$ cat src/rtl/silly_vec_driver.sv
// Stimulus/checker stage for the 3-input `silly` block: sweeps {a,b,c} through
// 0..7, samples y at the end of each hold window and scores it against EXPECTED.
module silly_vec_driver #(
    parameter int unsigned HOLD_CYCLES = 1,
    parameter logic [7:0]  EXPECTED    = 8'h31
) (
    input  logic       clk,
    input  logic       reset,
    input  logic       start,
    input  logic       y,
    output logic       a,
    output logic       b,
    output logic       c,
    output logic [2:0] vec_idx,
    output logic       busy,
    output logic       done,
    output logic       pass,
    output logic [3:0] err_count,
    output logic [7:0] fail_mask
);

    if (HOLD_CYCLES < 1 || HOLD_CYCLES > 255) begin : g_bad_hold
        $error("silly_vec_driver: HOLD_CYCLES must be in 1..255");
    end

    localparam logic [7:0] HOLD_LAST = 8'(HOLD_CYCLES - 1);

    typedef enum logic [1:0] {
        IDLE = 2'd0,
        RUN  = 2'd1,
        DONE = 2'd2
    } state_t;

    state_t     state_q;
    logic [2:0] vec_q;
    logic [7:0] hold_q;
    logic       busy_q;
    logic       done_q;
    logic       pass_q;
    logic [3:0] err_q;
    logic [7:0] mask_q;

    logic       miss_d;
    logic [3:0] err_d;
    logic [7:0] mask_d;

    // Score of the vector currently on the bus, committed only at the sampling edge.
    always_comb begin
        miss_d = (y != EXPECTED[vec_q]);
        err_d  = err_q + {3'b000, miss_d};
        mask_d = mask_q | (miss_d ? (8'h01 << vec_q) : 8'h00);
    end

    always_ff @(posedge clk) begin
        if (reset) begin
            state_q <= IDLE;
            vec_q   <= 3'd0;
            hold_q  <= 8'd0;
            busy_q  <= 1'b0;
            done_q  <= 1'b0;
            pass_q  <= 1'b0;
            err_q   <= 4'd0;
            mask_q  <= 8'h00;
        end else begin
            case (state_q)
                IDLE, DONE: begin
                    if (start) begin
                        state_q <= RUN;
                        vec_q   <= 3'd0;
                        hold_q  <= 8'd0;
                        busy_q  <= 1'b1;
                        done_q  <= 1'b0;
                        pass_q  <= 1'b0;
                        err_q   <= 4'd0;
                        mask_q  <= 8'h00;
                    end
                end
                RUN: begin
                    if (hold_q == HOLD_LAST) begin
                        err_q  <= err_d;
                        mask_q <= mask_d;
                        hold_q <= 8'd0;
                        // pass uses err_d so the final vector's result is included.
                        if (vec_q == 3'd7) begin
                            state_q <= DONE;
                            vec_q   <= 3'd0;
                            busy_q  <= 1'b0;
                            done_q  <= 1'b1;
                            pass_q  <= (err_d == 4'd0);
                        end else begin
                            vec_q <= vec_q + 3'd1;
                        end
                    end else begin
                        hold_q <= hold_q + 8'd1;
                    end
                end
                default: state_q <= IDLE;
            endcase
        end
    end

    assign a         = vec_q[2];
    assign b         = vec_q[1];
    assign c         = vec_q[0];
    assign vec_idx   = vec_q;
    assign busy      = busy_q;
    assign done      = done_q;
    assign pass      = pass_q;
    assign err_count = err_q;
    assign fail_mask = mask_q;

endmodule

$ cat config.mk
export PLATFORM = sky130hd
export DESIGN_NAME = silly_vec_driver
export DESIGN_NICKNAME = d
export VERILOG_FILES = /design/src/rtl/silly_vec_driver.sv
export SDC_FILE = /design/constraint.sdc
export NUM_CORES = 1
export LEC_CHECK = 0
export ABC_AREA = 1
export BUFFER_PORTS_ARGS = -buffer_cell sky130_fd_sc_hd__buf_2
export CAP_MARGIN = 30
export CORE_MARGIN = 4
export CORE_UTILIZATION = 47
export CTS_CLUSTER_DIAMETER = 200
export DETAILED_ROUTE_END_ITERATION = 12
export GPL_TIMING_DRIVEN = 0
export PLACE_DENSITY_LB_ADDON = 0.08
export SETUP_SLACK_MARGIN = 0.1
export SYNTH_ARGS = -nofsm -noshare
export SYNTH_HDL_FRONTEND = slang
export SYNTH_SLANG_ARGS = --single-unit
$ cat constraint.sdc
create_clock -name clk -period 2.4 [get_ports clk]
set_input_delay 0.24 -clock clk [delete_from_list [all_inputs] [get_ports clk]]
set_output_delay 0.24 -clock clk [all_outputs]
set_load 0.1 [all_outputs]
**After elaboration in Yosys (flattened, before gate mapping)**

Memory sizes are Yosys's and may differ from the RTL's. A register that Yosys moved wholly into a read port is not among the register bits.
Index checks and enable logic that the tools add are counted.

- Add/subtract/negate cells: 3
- Magnitude comparators: 1
- Eq/ne operators: 7
- Shifts and indexed selects: 1
- Mux-type cells: 31
- Bitwise operators: 1
- Reduce and logical (&&, ||, !) cells: 9

Operator list:

| cell | number |
|---|---|
| $mux 8 | 4 |
| $pmux 8 s2 | 2 |
| $mux 3 | 5 |
| $mux 1 | 9 |
| $add 8x1->8 const B | 1 |
| $logic_not 8->1 | 1 |
| $mux 4 | 2 |
| $or 8x8->8 | 1 |
| $pmux 4 s2 | 1 |
| $shl 1x3->8 const A | 1 |
| $mux 2 | 3 |
| $ne 2x2->1 const B | 3 |
| $pmux 1 s2 | 3 |
| $pmux 3 s2 | 1 |
| $reduce_and 3->1 | 2 |
| $add 4x1->4 | 1 |
| $logic_not 4->1 | 1 |
| $lt 3x4->1 const B | 1 |
| $pmux 2 s2 | 1 |
| $reduce_and 4->1 | 1 |
| $add 3x1->3 const B | 1 |
| $eq 3x3->1 const B | 1 |
| $eq 2x1->1 const B | 1 |
| $eq 2x2->1 const B | 1 |
| 5 further kinds | 5 |

- Register bits after elaboration: 28
- Bits in read-only memories: 8
- Bits of input ports: 4
- Output and inout port bits: 21
- Logic and storage cells: 62
- Memories: 1

Memory list:

| name | depth | bits a word | rd ports | clocked after Yosys merged registers in | wr ports | line | text |
|---|---|---|---|---|---|---|---|
| (no name shown) | 8 | 1 | 1 | 1 | 0 | 49 | `miss_d = (y != EXPECTED[vec_q]);` |

**Longest topological paths before layout**

Gate-level depths: netlist (run 1).

- Depth after elaboration: 8
- Gate-level depth with buffers: 11
- Mapped depth without buffers: 11

**Worst setup path before layout (run 1)**

No wires, ideal clock.

- Path type: register to register
- From: reg err_q[0] (netlist: err_count[0])
- To: reg pass_q (netlist: pass)
- Library setup time: 70 ps
- Arrival time: 2111 ps
- Data required time: 2330 ps
- Slack: 219 ps
- Cell stages (with the launch flop): 7
- Path buffers: 0
- Clock period less this slack: 2181 ps
- Cell sequence: dfxtp_1 > ha_1 > ha_1 > or2_2 > nor3_1 > nand2_1 > a21oi_1

- Longest elaborated chain between the ends: 5

RTL lines:

| element | line | text |
|---|---|---|
| from (decl) | 40 | `logic [3:0] err_q;` |
| from (signal assigned) | 80 | `err_q <= err_d;` |
| $add 4x1->4 | 50 | `err_d = err_q + {3'b000, miss_d};` |
| $logic_not 4->1 | 89 | `pass_q <= (err_d == 4'd0);` |
| $mux 1 | 84 | `if (vec_q == 3'd7) begin` |
| $mux 1 | 79 | `if (hold_q == HOLD_LAST) begin` |
| $pmux 1 s2 | 65 | `case (state_q)` |
| to (signal assigned) | 89 |  |
| to (decl) | 39 | `logic pass_q;` |

No other way between the ends. The select of a mux whose other input is x is not followed.
A chain may end at the register's enable or synchronous reset.

==> flow_metrics.tcl, run 1 <==
set metrics [dict create \
    status "finished, final reports clean" \
    synth-seq-cells 29 \
    combPwrFrac 0.258 \
    hold_viol_final 0 \
    gp_congestion 0.810 \
    postLayoutCoreUtil 0.571 \
    period_share 0.909 \
    dp_cells 269 \
    synthToLayoutAreaGrowth_pct 15.7 \
    track_usage 0.167 \
    netSwitchingPower_uw 389 \
    synthesis.yosys.warnings 0 \
    layout_common_cells "nand2_1 (48), inv_1 (29), dfxtp_1 (29), buf_2 (24)" \
    layout_commonest_cell "nand2_1" \
    clkPwrFrac 0.272 \
    clock.fmax_mhz 458 \
    pwr_density_cell_mw_per_mm2 621 \
    die_h_microns 64.9 \
    clk_pin_slew_ps 90 \
    cts_buffer_depth 2 \
    drt_pass1_iterations 4 \
    cap_violations 0 \
    drive_gt1_frac 0.228 \
    setup-violations-final 0 \
    drtIter0Drc 83 \
    antenna_found_initial 0 \
    rsz0062_at_grt "no" \
    synth_top_area_frac 0.382 \
    dieArea_sq_mm 0.00421 \
    diodes 0 \
    internal-power_uw 702 \
    drt-total-wl_mm 3.09 \
    tightestPinTransition_ps 481 \
    yosys.area.top_type "dfxtp_1" \
    yosysSeqAreaShare 0.382 \
    finClkSkew_ps 5.89 \
    dp_hpwl_mm 2.37 \
    io_buffers 24 \
    via_per_inst 4.91 \
    start_kind "flip-flop" \
    grt_first_pass_wirelength_mm 5.46 \
    grt_max_degree 11 \
    leakage_uw 0.000866 \
    hold_buffers 0 \
    arrival_ps 2440 \
    tritoncts "built" \
    period_minus_slack_ps 2180 \
    design.core.area_sq_mm 0.00308 \
    final.setup.tns_ps 0 \
    numCtsBuffers 5 \
    vias 1355 \
    critPathMaxStageDelay_ps 350 \
    nFillCells 310 \
    fin_cells 276 \
    final_max_slew_viol_count 0 \
    synth.distinct_cells 31 \
    power.total_uw 1090 \
    peakVddDrop_uv 297 \
    cp_cell_sequence "xnor2_2 -> inv_1 -> ha_1 -> ha_1 -> or2_2 -> nor3_1 -> nand2_1 -> a21oi_1" \
    grt_pass1_vias 1293 \
    synth_cells 201 \
    switching_share 0.356 \
    cts_sinks 29 \
    rows 20 \
    cp_slowest_cell "nor3_1" \
    wire_per_inst_microns 11.2 \
    postLayoutCellArea_sq_mm 0.00176 \
    critical_path_class "reg -> reg" \
    crit_path_end_kind "flip-flop" \
    hp-class "in -> reg" \
    fp.dieW_microns 64.9 \
    synthTopCellsByArea "dfxtp_1 (38%), nand2_1 (12%), ha_1 (8.2%)" \
    crit_required_ps 2650 \
    worstSkewPairLatency_ps 320 \
    synth_nets 215 \
    placed_area_sq_mm 0.00169 \
    syn_avg_cell_area_sq_um 7.56 \
    num_io_pins 25 \
    cts-root-buf "clkbuf_4" \
    crit_fanout 6 \
    drc 0 \
    final_nets 246 \
    maxSlewHeadroom 0.680 \
    start_util 0.493 \
    netlist_area_sq_mm 0.00152 \
    cts.htree.levels 2 \
    ant_nets 0 \
    power_frac_seq 0.469 \
    critPathMostFrequentCell "ha_1" \
    gr-total-overflow 0 \
]
[repair_timing]
item                       CTS  global route
setup endpoints to repair    1             0
gates resized for setup      1             0
buffers inserted             0             0
[registers in the layout, summed over array words and instances, names as in the netlist, named ones only]
name	flops
err_count	4
busy	1
done	1
fail_mask	8
vec_idx	3
hold_q	8
pass	1
state_q	2
[critical path, delay by kind of cell (launching register included)]
kind,cells,cell delay (ps)
AND/OR/NAND/NOR,3,740
buffers and inverters,1,90
adder cells (fa/ha/maj),2,510
AO/OA/AOI/OAI,1,140
flip-flops,1,330
XOR/XNOR,1,310
[synth_stat cells]
master	instances
buf_4	3
nor3b_1	1
inv_2	2
xnor2_1	1
a32o_1	1
nand4_1	1
a21oi_4	1
inv_4	1
nand2_1	48
o21bai_1	3
nand3_1	18
nor2_8	1
nand2_2	3
xor2_1	2
nor2_1	10
o21ai_0	3
a21oi_1	18
a22oi_1	1
nor2_4	1
ha_1	10
or2_2	1
nand2_4	2
nor2_2	4
buf_6	1
nor3_1	2
clkbuf_1	1
nor3_2	1
a211oi_1	1
inv_1	29
nor3b_2	1
dfxtp_1	29
[cell type report]
cell class / count / area [sq um] / share of cell area
buffer: 5 / 37.5 / 0.0214
clock buffer: 7 / 55.1 / 0.0313
inverter: 32 / 123 / 0.0698
multi-input combinational: 135 / 786 / 0.447
sequential: 29 / 581 / 0.330
tap: 44 / 55.1 / 0.0313
timing repair buffer: 24 / 120 / 0.0684
[stage by stage]
stage               hold WS, ps  setup slack, ps
global route                102              106
global placement            434             33.0
detailed placement          439             53.2
floorplan                   313              219
CTS                         124              212
finish                      139              217
[power by group through the flow]
stage	clock (uW)	combinational (uW)	sequential [uW]
6_report	297	282	512
5_1_grt	347	303	515
4_1_cts	314	282	512
3_5_place_dp	0	279	523
3_3_place_gp	0	277	522
2_1_floorplan	0	143	611
[cells by family after synthesis]
logic type,count (synthesis),share of synthesized area
flops,29,0.382
fa+ha+maj,10,0.0824
compound gates,28,0.111
buf+inv,37,0.105
simple gates,94,0.301
xor+xnor,3,0.0173
[routing by layer]
layer	vias to the layer above	wire (microns)	GRT usage	part of all wire
li1	696	-	-	-
met4	0	27	0.0792	0.0087
met3	4	139	0.0572	0.045
met5	-	0	0	0
met1	623	1410	0.193	0.45
met2	32	1520	0.273	0.49
[worst paths after layout]
kind,from,endpoint,slack [ps],cells after the start
worst min-delay path,reset,vec_idx[1]$_SDFFE_PP0P_,140,2
worst max register to register,flip-flop,pass$_SDFFE_PP0P_,220,8
worst min register to register,fail_mask[2]$_SDFFE_PP0P_,fail_mask[2]$_SDFFE_PP0P_,450,2
worst max-delay path,flip-flop,pass$_SDFFE_PP0P_,220,8
Power figures use the tool's default switching activity.
==> run 2, diff against run 1 <==
--- a/config.mk
+++ b/config.mk
@@ -5,7 +5,6 @@
 export SDC_FILE = /design/constraint.sdc
 export NUM_CORES = 1
 export LEC_CHECK = 0
-export ABC_AREA = 1
 export BUFFER_PORTS_ARGS = -buffer_cell sky130_fd_sc_hd__buf_2
 export CAP_MARGIN = 30
 export CORE_MARGIN = 4
@@ -14,6 +13,7 @@
 export DETAILED_ROUTE_END_ITERATION = 12
 export GPL_TIMING_DRIVEN = 0
 export PLACE_DENSITY_LB_ADDON = 0.08
+export REMOVE_ABC_BUFFERS = 1
 export SETUP_SLACK_MARGIN = 0.1
 export SYNTH_ARGS = -nofsm -noshare
 export SYNTH_HDL_FRONTEND = slang
==> flow_metrics.tcl, run 2 <==
set metrics [dict create \
    status "finished, final reports clean" \
    gp_congestion 0.793 \
    pwr_density_cell_mw_per_mm2 724 \
    cts.htree.levels 2 \
    cap_violations 0 \
    crit_path_end_kind "flip-flop" \
    postLayoutCoreUtil 0.567 \
    period_minus_slack_ps 1820 \
    crit_fanout 3 \
    vias 1106 \
    drt-total-wl_mm 2.75 \
    start_util 0.493 \
    nFillCells 266 \
    io_buffers 24 \
    yosys.area.top_type "dfxtp_1" \
    syn_avg_cell_area_sq_um 9.03 \
    gr-total-overflow 0 \
    final_nets 190 \
    drive_gt1_frac 0.232 \
    synth_ff_type "dfxtp_1" \
    synthesis.yosys.warnings 0 \
    finClkSkew_ps 9.48 \
    cts_setup_buffers 0 \
    rows 19 \
    grt_pass1_vias 1062 \
    period_share 0.759 \
    grt_first_pass_wirelength_mm 4.71 \
    track_usage 0.170 \
    leakage_uw 0.000702 \
    numCtsBuffers 5 \
    synth_most_common_cell "dfxtp_1" \
    hold_buffers 0 \
    hold_viol_final 0 \
    start_kind "flip-flop" \
    netlist_area_sq_mm 0.00137 \
    met1_usage 0.228 \
    final_max_slew_viol_count 0 \
    maxSlewHeadroom 0.677 \
    crit_required_ps 2670 \
    postLayoutCellArea_sq_mm 0.00158 \
    ctsResizeCount 0 \
    rsz0062_at_grt "no" \
    synth_top_area_frac 0.423 \
    peakVddDrop_uv 583 \
    drtIter0Drc 37 \
    critical_path_class "reg -> reg" \
    clock.fmax_mhz 549 \
    tightestPinTransition_ps 488 \
    synth_edf_count 0 \
    synth.distinct_cells 37 \
    ant_nets 0 \
    via_per_inst 5.32 \
    synthArstFlopShare 0 \
    cts_buffer_depth 2 \
    clk_pin_slew_ps 90 \
    arrival_ps 2100 \
    tritoncts "built" \
    hp-class "in -> reg" \
    synth-seq-cells 29 \
    design.core.area_sq_mm 0.00278 \
    dieArea_sq_mm 0.00385 \
    antenna_found_initial 0 \
    fp.dieW_microns 62.0 \
    busiest_layer "met2" \
    placed_area_sq_mm 0.00149 \
    met2_usage 0.253 \
    drt_pass1_iterations 4 \
    use_met3 0.0620 \
    yosysSeqAreaShare 0.423 \
    synth_common_cells "dfxtp_1 (29), nor2_1 (24), a21oi_1 (13), ha_1 (10), nand2_1 (9)" \
    layout_common_cells "dfxtp_1 (29), nor2_1 (24), buf_2 (24), a21oi_1 (13), ha_1 (10)" \
    dp_hpwl_mm 2.00 \
    layout_commonest_cell "dfxtp_1" \
    die_h_microns 62.0 \
    grt_max_degree 14 \
    synthToLayoutAreaGrowth_pct 14.9 \
    setup-violations-final 0 \
    worstSkewPairLatency_ps 320 \
    wire_per_inst_microns 13.2 \
    drc 0 \
    cts_sinks 29 \
    cts-root-buf "clkbuf_4" \
    num_io_pins 25 \
    synth_cells 152 \
    diodes 0 \
    synthTopCellsByArea "dfxtp_1 (42%), ha_1 (9.1%), nor2_1 (6.6%)" \
]
## run 2: power breakdown
part / internal [uW] / leakage (uW) / switching (uW) / total [uW]
clock: 249 / 0.0000455 / 169 / 418
combinational: 47.3 / 0.000421 / 166 / 213
sequential: 497 / 0.000235 / 14.4 / 511
total: 793 / 0.000702 / 349 / 1140
## run 2: final cells by class
class	instances	area, sq um	share of cell area
clock buffers	7	55.1	0.0349
well taps	31	38.8	0.0246
repair buffers	24	120	0.0762
inverters	7	26.3	0.0167
multi-input cells	109	726	0.460
flip-flops and latches	29	581	0.368
clock inverters	1	30.0	0.0190
## run 2: worst max-delay path, stage by stage, from the launching register on
cell	delay [ps]
dfxtp_1	320
xnor2_1	350
inv_1	90
ha_1	210
ha_1	290
nor4_1	330
a31o_2	190
## run 2: cells by family (layout without fill, tap and decap cells)
kind of cell / Yosys count / count (layout) / share of synthesized area
mux: 1 / 1 / 0.00820
fa+ha+maj: 10 / 10 / 0.0912
flops: 29 / 29 / 0.423
xor+xnor: 7 / 7 / 0.0447
buf+inv: 14 / 39 / 0.0483
compound gates: 34 / 34 / 0.158
simple gates: 57 / 57 / 0.227
## run 2: layer usage
metal,part of all wire,vias up
li1,-,574
met1,0.50,512
met2,0.45,18
met3,0.040,2
met4,0.0073,0
met5,0,-
## run 2: final timing paths
check,cells after the start,slack [ps],to,startpoint
max,6,580,pass$_SDFFE_PP0P_,flip-flop
min,3,220,state_q[0]$_SDFFE_PP0P_,start
max reg2reg,6,580,pass$_SDFFE_PP0P_,flip-flop
min reg2reg,2,470,fail_mask[4]$_SDFFE_PP0P_,fail_mask[4]$_SDFFE_PP0P_
## run 2: through the flow
stage	setup TNS [ps]	setup slack (ps)	hold slack [ps]	total power, uW	std cells
floorplan	-2840	-424	309	693	145
global placement	0	597	449	734	200
detailed placement	0	578	457	736	200
CTS	0	583	216	1160	208
global route	0	429	219	1200	208
finish	0	578	221	1140	208
==> run 3, diff against run 2 <==
==> constraint.sdc (replaced) <==
create_clock -name clk -period 1.9 [get_ports clk]
set_input_delay 0.19 -clock clk [delete_from_list [all_inputs] [get_ports clk]]
set_output_delay 0.19 -clock clk [all_outputs]
set_load 0.1 [all_outputs]
==> flow_metrics.tcl, run 3 (synthesized netlist as in run 2, its figures left out) <==
set metrics [dict create \
    clock.fmax_mhz 601 \
    gp_congestion 0.793 \
    crit_path_end_kind "flip-flop" \
    drt_pass1_iterations 4 \
    rows 19 \
    cts_buffer_depth 2 \
    layout_commonest_cell "dfxtp_1" \
    r2r-end "hold_q[6]$_SDFFE_PP0P_" \
    crit_fanout 9 \
    crit_family "compound AO/OA/AOI/OAI gates" \
    dieArea_sq_mm 0.00385 \
    wire_per_inst_microns 13.5 \
    arrival_ps 1910 \
    nFillCells 257 \
    via_per_inst 5.31 \
    tightestPinTransition_ps 500 \
    fp.dieW_microns 62.0 \
    vias 1121 \
    synthToLayoutAreaGrowth_pct 20.1 \
    setup-violations-final 0 \
    gr-total-overflow 0 \
    final_nets 193 \
    crit_required_ps 2150 \
    worstSkewPairLatency_ps 330 \
    cts-root-buf "clkbuf_4" \
    drtIter0Drc 36 \
    hold_start "start" \
    cp_num_buf_inv 1 \
    r2r_start "hold_q[1]$_SDFFE_PP0P_" \
    maxSlewHeadroom 0.667 \
    rsz0062_at_grt "yes" \
    track_usage 0.170 \
    dp_hpwl_mm 2.00 \
    critical_path_class "reg -> reg" \
    hold_buffers 0 \
    power.total_uw 1470 \
    hold_depth 3 \
    num_io_pins 25 \
    hold_viol_final 0 \
    ant_nets 0 \
    drive_gt1_frac 0.289 \
    grt_first_pass_wirelength_mm 4.72 \
    grt_max_degree 14 \
    period_share 0.876 \
    final_max_slew_viol_count 0 \
    drc 0 \
    drt-total-wl_mm 2.85 \
    tritoncts "built" \
    r2r_cells 6 \
    layout_common_cells "dfxtp_1 (27), nor2_1 (24), buf_2 (24), a21oi_1 (11)" \
    hp-class "in -> reg" \
    cts_sinks 29 \
    start_kind "flip-flop" \
    cap_violations 0 \
    antenna_found_initial 0 \
    clk_pin_slew_ps 90 \
    diodes 0 \
    critPathMaxStageDelay_ps 430 \
    cp_slowest_cell "a21oi_2" \
    period_minus_slack_ps 1660 \
    pwr_density_cell_mw_per_mm2 893 \
    leakage_uw 0.000726 \
    design.core.area_sq_mm 0.00278 \
    die_h_microns 62.0 \
    grt_pass1_vias 1065 \
    start_util 0.493 \
    cts.htree.levels 2 \
    dp_cells 200 \
    holdPathEnd "state_q[0]$_SDFFE_PP0P_" \
    peakVddDrop_uv 769 \
    fin_cells 211 \
    cp_cell_sequence "inv_1 -> ha_1 -> nor4b_4 -> a21oi_2 -> a31oi_1 -> a311oi_1" \
    rrSetupSlack_ps 240 \
    status "finished, final reports clean" \
    io_buffers 24 \
    numCtsBuffers 5 \
    finClkSkew_ps 12.4 \
]
-- run 3: cell types whose count changed in the layout (fill, tap and decap cells not counted), moves of 2 or more --
cell,delta
buf_4,+3
a21oi_1,-2
dfxtp_1,-2
dfxtp_2,+2
-- run 3: metal layers --
metal,wire [microns],up-vias,global-route usage
met5,0,-,0
met4,60,0,0.0545
met3,106,8,0.0620
met2,1300,20,0.253
met1,1380,507,0.229
li1,-,586,-
-- run 3: worst max-delay path by stage --
stage          slack (ps)  cells after the start                         to               startpoint
2_1_floorplan        -920                      6          pass$_SDFFE_PP0P_  vec_idx[0]$_SDFFE_PP0P_
3_3_place_gp          110                      7                  flip-flop   hold_q[0]$_SDFFE_PP0P_
3_5_place_dp          120                      7                  flip-flop   hold_q[0]$_SDFFE_PP0P_
4_1_cts               110                      7                  flip-flop   hold_q[0]$_SDFFE_PP0P_
5_1_grt                40                      7  fail_mask[2]$_SDFFE_PP0P_   hold_q[1]$_SDFFE_PP0P_
6_report              240                      6     hold_q[6]$_SDFFE_PP0P_   hold_q[1]$_SDFFE_PP0P_
-- run 3: layout make-up --
| cell class | instances | area, sq um | share of cell area |
|---|---|---|---|
| multi-input combinational | 109 | 773 | 0.469 |
| sequential | 29 | 583 | 0.354 |
| timing repair buffer | 27 | 143 | 0.0865 |
| clock buffer | 7 | 55.1 | 0.0334 |
| tap | 31 | 38.8 | 0.0235 |
| clock inverter | 1 | 30.0 | 0.0182 |
| inverter | 7 | 26.3 | 0.0159 |
-- run 3: per-stage QoR --
| step | util | cell area (sq um) | worst slack [ps] | hold WS, ps | TNS [ps] |
|---|---|---|---|---|---|
| 6_report | 0.593 | 1650 | 236 | 165 | 0 |
| 2_1_floorplan | - | 1330 | -924 | 259 | -11310 |
| 5_1_grt | 0.593 | 1650 | 35.3 | 169 | 0 |
| 3_5_place_dp | 0.536 | 1490 | 116 | 457 | 0 |
| 3_3_place_gp | 0.536 | 1490 | 114 | 449 | 0 |
| 4_1_cts | 0.570 | 1580 | 114 | 166 | 0 |
-- run 3: worst register-to-register path: stages, from the launching register on --
cell and delay (ps):
dfxtp_2 380, inv_1 70, ha_1 170, nor4b_4 140, a21oi_2 440, a31oi_1 150, a311oi_1 240
-- run 3: what timing repair did --
item	in CTS	in global routing
setup buffers	0	3
pin swaps	0	2
resized for setup	1	10
endpoints found under the setup margin	1	15
-- run 3: where the power goes --
part / leakage, uW / internal [uW] / switching, uW
sequential: 0.000236 / 627 / 19.1
combinational: 0.000444 / 73.0 / 218
clock: 0.0000455 / 314 / 221
total: 0.000726 / 1010 / 458
